[config.mk]
export PLATFORM = sky130hd
export DESIGN_NAME = count_fsm_scheduler
export DESIGN_NICKNAME = d
export VERILOG_FILES = /design/src/rtl/count_fsm_scheduler.sv
export SDC_FILE = /design/constraint.sdc
export NUM_CORES = 1
export LEC_CHECK = 0
export BUFFER_PORTS_ARGS = -buffer_cell sky130_fd_sc_hd__clkbuf_2
export CORE_MARGIN = 2
export CORE_UTILIZATION = 40
export CTS_CLUSTER_SIZE = 20
export DETAILED_ROUTE_END_ITERATION = 16
export PLACE_DENSITY_LB_ADDON = 0.15
export SLEW_MARGIN = 15
export SYNTH_ARGS = -nofsm -noshare
export SYNTH_HDL_FRONTEND = slang
export SYNTH_SLANG_ARGS = --single-unit
[constraint.sdc]
create_clock -name clock -period 2.1 [get_ports clock]
set_input_delay 0.42 -clock clock [delete_from_list [all_inputs] [get_ports clock]]
set_output_delay 0.42 -clock clock [all_outputs]
set_load 0.05 [all_outputs]
[src/rtl/count_fsm_scheduler.sv]
// -----------------------------------------------------------------------------
// count_fsm_scheduler
//
// Round-robin scheduler that shares one 4-state pulse-counting FSM among four
// requesters. A granted requester gets a burst of 1-4 consecutive x pulses
// driven into the shared FSM. The shared FSM output is then sampled and
// handed back to that requester together with a one-cycle done strobe.
// This block is the only driver of the shared FSM's x_in.
//
// Ports
//   clock   in   1  rising-edge clock
//   reset   in   1  asynchronous, active-low reset
//   req     in   4  request level per requester (bit i = requester i)
//   len     in   8  packed burst lengths, len[2i+1:2i]; pulse count = field+1
//   y_in    in   1  y_out of the shared FSM
//   x_out   out  1  drives x_in of the shared FSM
//   grant   out  4  one-hot owner of the shared FSM, 0 when idle
//   done    out  4  one-cycle strobe to the owner at transaction end
//   result  out  1  y_in sampled after the burst, held until the next done
//   busy    out  1  high in every state except IDLE
// -----------------------------------------------------------------------------
module count_fsm_scheduler #(
  parameter int NREQ = 4
) (
  input  logic             clock,
  input  logic             reset,
  input  logic [NREQ-1:0]  req,
  input  logic [2*NREQ-1:0] len,
  input  logic             y_in,
  output logic             x_out,
  output logic [NREQ-1:0]  grant,
  output logic [NREQ-1:0]  done,
  output logic             result,
  output logic             busy
);

  typedef enum logic [1:0] {
    IDLE   = 2'd0,
    PULSE  = 2'd1,
    SAMPLE = 2'd2,
    DONE   = 2'd3
  } state_t;

  state_t      state;
  logic [1:0]  cnt;
  logic [1:0]  last;
  logic [1:0]  winner;
  logic [1:0]  winner_len;
  logic [3:0]  winner_onehot;

  // Round-robin pick: search starts one past the previous winner and wraps.
  // i == 4 lands back on 'last' itself, so the previous winner is considered
  // last of all.
  function automatic logic [1:0] rr_pick(input logic [3:0] r, input logic [1:0] l);
    logic [1:0] w;
    logic [1:0] idx;
    logic       found;
    w     = l;
    found = 1'b0;
    for (int i = 1; i <= 4; i++) begin
      idx = l + i[1:0];
      if (!found && r[idx]) begin
        w     = idx;
        found = 1'b1;
      end
    end
    return w;
  endfunction

  // Arbitration result and the winner's burst length, evaluated every cycle
  // but only consumed on the IDLE -> PULSE edge.
  always_comb begin
    winner        = rr_pick(req, last);
    winner_len    = len[{winner, 1'b0} +: 2];
    winner_onehot = 4'b0001 << winner;
  end

  // x_out is decoded straight from the registered state, so it is glitch-free.
  assign x_out = (state == PULSE);

  // Scheduler FSM with registered grant/done/result/busy.
  always_ff @(posedge clock or negedge reset) begin
    if (!reset) begin
      state  <= IDLE;
      cnt    <= 2'd0;
      last   <= 2'd3;
      grant  <= 4'b0000;
      done   <= 4'b0000;
      result <= 1'b0;
      busy   <= 1'b0;
    end else begin
      case (state)
        IDLE: begin
          if (req != 4'b0000) begin
            state <= PULSE;
            grant <= winner_onehot;
            cnt   <= winner_len;
            last  <= winner;
            busy  <= 1'b1;
          end else begin
            state <= IDLE;
            busy  <= 1'b0;
          end
        end
        PULSE: begin
          // cnt starts at field, so PULSE lasts field+1 cycles.
          if (cnt == 2'd0) begin
            state <= SAMPLE;
          end else begin
            cnt   <= cnt - 2'd1;
            state <= PULSE;
          end
        end
        SAMPLE: begin
          // The shared FSM has absorbed the last pulse on the previous edge.
          result <= y_in;
          done   <= grant;
          state  <= DONE;
        end
        DONE: begin
          grant <= 4'b0000;
          done  <= 4'b0000;
          busy  <= 1'b0;
          state <= IDLE;
        end
        default: begin
          state <= IDLE;
          grant <= 4'b0000;
          done  <= 4'b0000;
          busy  <= 1'b0;
          cnt   <= 2'd0;
        end
      endcase
    end
  end

endmodule

# Yosys cells after proc, flatten, opt, wreduce, memory -nomap -nowiden
# Cells that the tools add are included.
# totals
output_inout_bits	11
register_bits	16
# classes
n_mux	26
add_sub_neg	4
n_reduce_logical	15
magnitude_cmp	4
shift	2
eq_ne	5
# op_table
operator	n
$pmux W4 S2	2
$mux W2	7
$lt A2 B3 Y1 const B	4
$mux W1	9
$bmux W1 S2	4
$pmux W2 S4	1
$shiftx A8 B4 Y2	1
$reduce_bool A2 Y1	3
$add A2 B2 Y2 const B	2
$eq A2 B2 Y1 const B	2
$logic_not A2 Y1	2
$mux W4	1
$ne A2 B2 Y1 const B	2
$pmux W2 S2	1
$reduce_and A2 Y1	2
$reduce_bool A4 Y1	1
$shl A1 B2 Y4 const A	1
$logic_and A1 B1 Y1	3
$logic_not A1 Y1	3
$reduce_and A3 Y1	1
$add A2 B1 Y2 const B	1
$eq A2 B1 Y1 const B	1
$pmux W1 S2	1
$sub A2 B1 Y2 const B	1

# Logic depth before layout (Yosys ltp)
# logic_depth
depth_word	16
ltp_mapped	7
mapped_depth_nobuf	7

# Least setup slack after synthesis
# OpenSTA, ideal clock, no wires.
# synth_timing
kind	reg-to-reg
start	reg (tool-made name)
end	reg cnt[1]
path_stages_with_launch	8
required_ns	1.968
slack_ns	-0.013
t_arrival_ns	1.981
period_less_slack_ns	2.113
n_path_buf	1
path_cell_list	dfrtp_1 > inv_1 > ha_1 > clkbuf_1 > nor2_1 > a211o_1 > a2111oi_4 > a211oi_2
# synth_rtl
element	line	source
to (signal assigned)	97	cnt <= winner_len;
to (signal assigned)	110	cnt <= cnt - 2'd1;
to (decl)	45	logic [1:0] cnt;

==> summary.txt <==
Status
  – Outcome: completed

Placement
  – Placer's final routability congestion estimate: 0.8482
  – DP Wirelength: about 1800 µm
  – Placed instance area: ~1200 µm²
  – Port bufs: 25

Layout
  – Non-Filler Cell Area, Final: between 1000 and 1500 µm²
  – Post-layout net count: 152
  – Share of layout cells above drive strength 1: 0.3692
  – Antenna cells: 0
  – Synth-to-layout area growth: 16.34%

Logic synthesis
  – Share of synthesized area occupied by flip-flops and latches: 0.3757
  – Mean cell area of the mapped netlist: between 10 and 15 µm²
  – Count of flip-flops with a built-in enable after synthesis: 0
  – Most frequent cells after synthesis: sky130_fd_sc_hd__dfrtp_1, sky130_fd_sc_hd__nand2_1, sky130_fd_sc_hd__nor2_1, sky130_fd_sc_hd__ha_1, sky130_fd_sc_hd__inv_1
  – Post-Synthesis Net Count: ~130
  – Post-synthesis async set-or-reset flop share: 1.000
  – Synthesis Warnings: 0
  – Top flip-flop cell by instance count after synthesis: sky130_fd_sc_hd__dfrtp_1
  – Synthesized area: between 1000 and 1500 µm²
  – Count leader, synth: sky130_fd_sc_hd__dfrtp_1
  – Post-synth top area share: 0.3267
  – Gate count after technology mapping: ~110
  – Number of distinct standard cells referenced by the synthesized netlist: 40
  – Cell taking the most area after synthesis: sky130_fd_sc_hd__dfrtp_1
  – Top cells by area in the synthesized netlist: sky130_fd_sc_hd__dfrtp_1, sky130_fd_sc_hd__ha_1, sky130_fd_sc_hd__dfstp_2
  – Yosys reg bits: 16

GRT
  – Antenna violations before repair: 0
  – Via count of the first global-routing pass: between 800 and 900
  – Pin count of the biggest net entering global routing: 17
  – Final global-route overflow total: 0
  – Global routing usage summed across all routing layers: 0.1624
  – Global-route wire length before repair: slightly above 4000 µm

STA
  – Unrepaired setup endpoints after global routing: no
  – Post-route fraction of the period consumed by the critical path: 0.8891
  – Total count of max-transition violations in the final report: 0
  – Max-Slew Margin vs Limit: 0.6115
  – Fin. Hold Viols: 0
  – Final setup viols: 0
  – Aggregate negative setup slack: 0 ps
  – Top achievable clock speed: between 0.5 and 0.6 GHz
  – Clock skew: about 5 ps
  – Slew at the pin with the worst max-slew slack: 574.7 ps
  – Period minus WS final: between 1500 and 2000 ps

Drt
  – Via count: ~900
  – Average wire per standard cell: around 14 µm
  – First-pass DRT Iterations: 4
  – Initial DRC Count: 29
  – Detailed-route wire length: approximately 2300 µm
  – DR DRC count: 0
  – Routed via count divided by cell count: roughly 5.5
  – Number of nets with antenna violations after routing: 0

Worst setup path
  – Data arrival time of the worst path: ~1500 ps
  – CP required: ~1700 ps
  – Beginning of the worst register-to-register path: last[0]
  – Critical path start-end classification: flip-flop to output pin
  – Cell depth of the worst flop-to-flop path: 5
  – Reg2reg end: cnt[0]
  – Startpoint class of the critical path: flip-flop
  – Critical-path maximum fanout: 9
  – Worst-case register-to-register setup slack: roughly 300 ps
  – Element type at the critical path end: output pin

Floorplanning
  – Number of rows created at floorplan: 18
  – Horiz. Die Dim: between 50 and 60 µm
  – Total Die Area: between 3000 and 4000 µm²
  – Area inside the core boundary: 2500 µm²
  – Initial standard-cell utilization of the core: 0.4289
  – Die boundary height: ~56 µm
  – Number of ports placed on the die boundary: 26

Clock tree
  – Clock tree from TritonCTS: done
  – Hold-fix buffer count after cts: 0
  – Clk Tree Root Cell: sky130_fd_sc_hd__clkbuf_4
  – # Post-CTS Setup Buffers: 0
  – Maximum clock insertion buffer count: 2
  – Count of cells resized by post-cts repair: 0
  – Clock slew seen by the registers of the worst setup and hold paths: 100 ps
  – Total clock buffers created by CTS: 3
  – CTS H-tree lvls: 1
  – Worst-skew pair later-pin latency: slightly below 300 ps
  – CTS sink count: 16

Power
  – Switching power: slightly above 0.001 W
  – P per Cell Area: 1597 nW/µm²
  – Switching part of the total: 0.5051
  – Internal Pwr Total: between 0.0009 and 0.001 W
  – Worst voltage drop across the vdd grid: 0.9066 mV
  – Leakage: 0.5646 nW
  – Clock group share of total power: 0.104
  – Relative contribution of combinational cells to total power: 0.620
  – Power share of the sequential group: 0.276

Min path
  – Worst min-delay path class: input port to async pin

Flow run
  – Max Cap Violations: 0
[cells in the final DEF (no fill, tap or decap), types with 2 or more instances in the layout]
master / instances
sky130_fd_sc_hd__clkbuf_2: 25
sky130_fd_sc_hd__clkbuf_4: 3
sky130_fd_sc_hd__ha_1: 5
sky130_fd_sc_hd__o21ai_0: 3
sky130_fd_sc_hd__nor2_1: 8
sky130_fd_sc_hd__o21ai_1: 4
sky130_fd_sc_hd__a32oi_1: 4
sky130_fd_sc_hd__a211oi_2: 3
sky130_fd_sc_hd__nand2b_1: 2
sky130_fd_sc_hd__or2b_1: 2
sky130_fd_sc_hd__inv_1: 6
sky130_fd_sc_hd__dfstp_2: 2
sky130_fd_sc_hd__a21boi_2: 2
sky130_fd_sc_hd__nand2_1: 11
sky130_fd_sc_hd__nor3_1: 3
sky130_fd_sc_hd__mux2i_1: 5
sky130_fd_sc_hd__dfrtp_1: 14
sky130_fd_sc_hd__o2bb2ai_1: 3
sky130_fd_sc_hd__a21oi_1: 2
[critical path: stages, from the launching register on]
cell,delay (ps)
sky130_fd_sc_hd__dfrtp_1,410
sky130_fd_sc_hd__inv_1,130
sky130_fd_sc_hd__ha_2,300
sky130_fd_sc_hd__clkbuf_2,310
[kinds of logic (layout without fill, tap and decap cells)]
logic type / Yosys count / in the layout / synth area share
flip-flops: 16 / 16 / 0.3757
AND/OR/NAND/NOR: 37 / 37 / 0.2042
multiplexers: 6 / 6 / 0.05718
buffers and inverters: 11 / 36 / 0.05251
AO/OA/AOI/OAI: 29 / 29 / 0.2404
adder cells (fa/ha/maj): 6 / 6 / 0.07001
[flip-flops by register name (all words and copies together) (netlist names), named ones only]
register / cells
grant: 4
cnt: 2
busy: 1
state: 1
done: 4
result: 1
last: 2
[per-stage QoR]
step / util / power, W / cells / worst slack (ps) / hold WS (ps)
5_1_grt: 0.4990 / 0.002152 / 160 / 158.6 / 63.11
4_1_cts: 0.4990 / 0.002020 / 160 / 222.7 / 45.84
6_report: 0.4990 / 0.001992 / 160 / 232.8 / 32.09
2_1_floorplan: - / 0.001565 / 105 / 124.0 / 124.4
3_3_place_gp: 0.4845 / 0.001774 / 156 / 287.4 / 368.4
3_5_place_dp: 0.4845 / 0.001806 / 156 / 239.0 / 370.4
[power groups by stage]
stage               Sequential, W  Combinational, W  Clock (W)
floorplan                0.000779          0.000786          0
global placement         0.000551           0.00122          0
detailed placement       0.000558           0.00125          0
CTS                      0.000551           0.00125   0.000215
global route             0.000576           0.00135   0.000229
finish                   0.000549           0.00123   0.000208
[area by class of cell]
cell class / count / area, µm²
fill: 237 / 1252
multi-input combinational: 78 / 615.6
sequential: 16 / 402.9
timing repair buffer: 26 / 132.6
tap: 30 / 37.54
clock buffer: 4 / 36.28
inverter: 6 / 22.52
[metal layers]
layer,vias up,GRT usage,share of wire
li1,437,-,-
met1,406,0.2050,0.45
met2,25,0.2670,0.47
met3,7,0.02326,0.053
met4,0,0.08711,0.031
met5,-,0,0
[worst max-delay path by stage]
stage             end
3_3_place_gp   cnt[0]
3_5_place_dp   cnt[0]
2_1_floorplan  cnt[1]
4_1_cts         x_out
5_1_grt         x_out
6_report        x_out
Power figures use the tool's default switching activity.
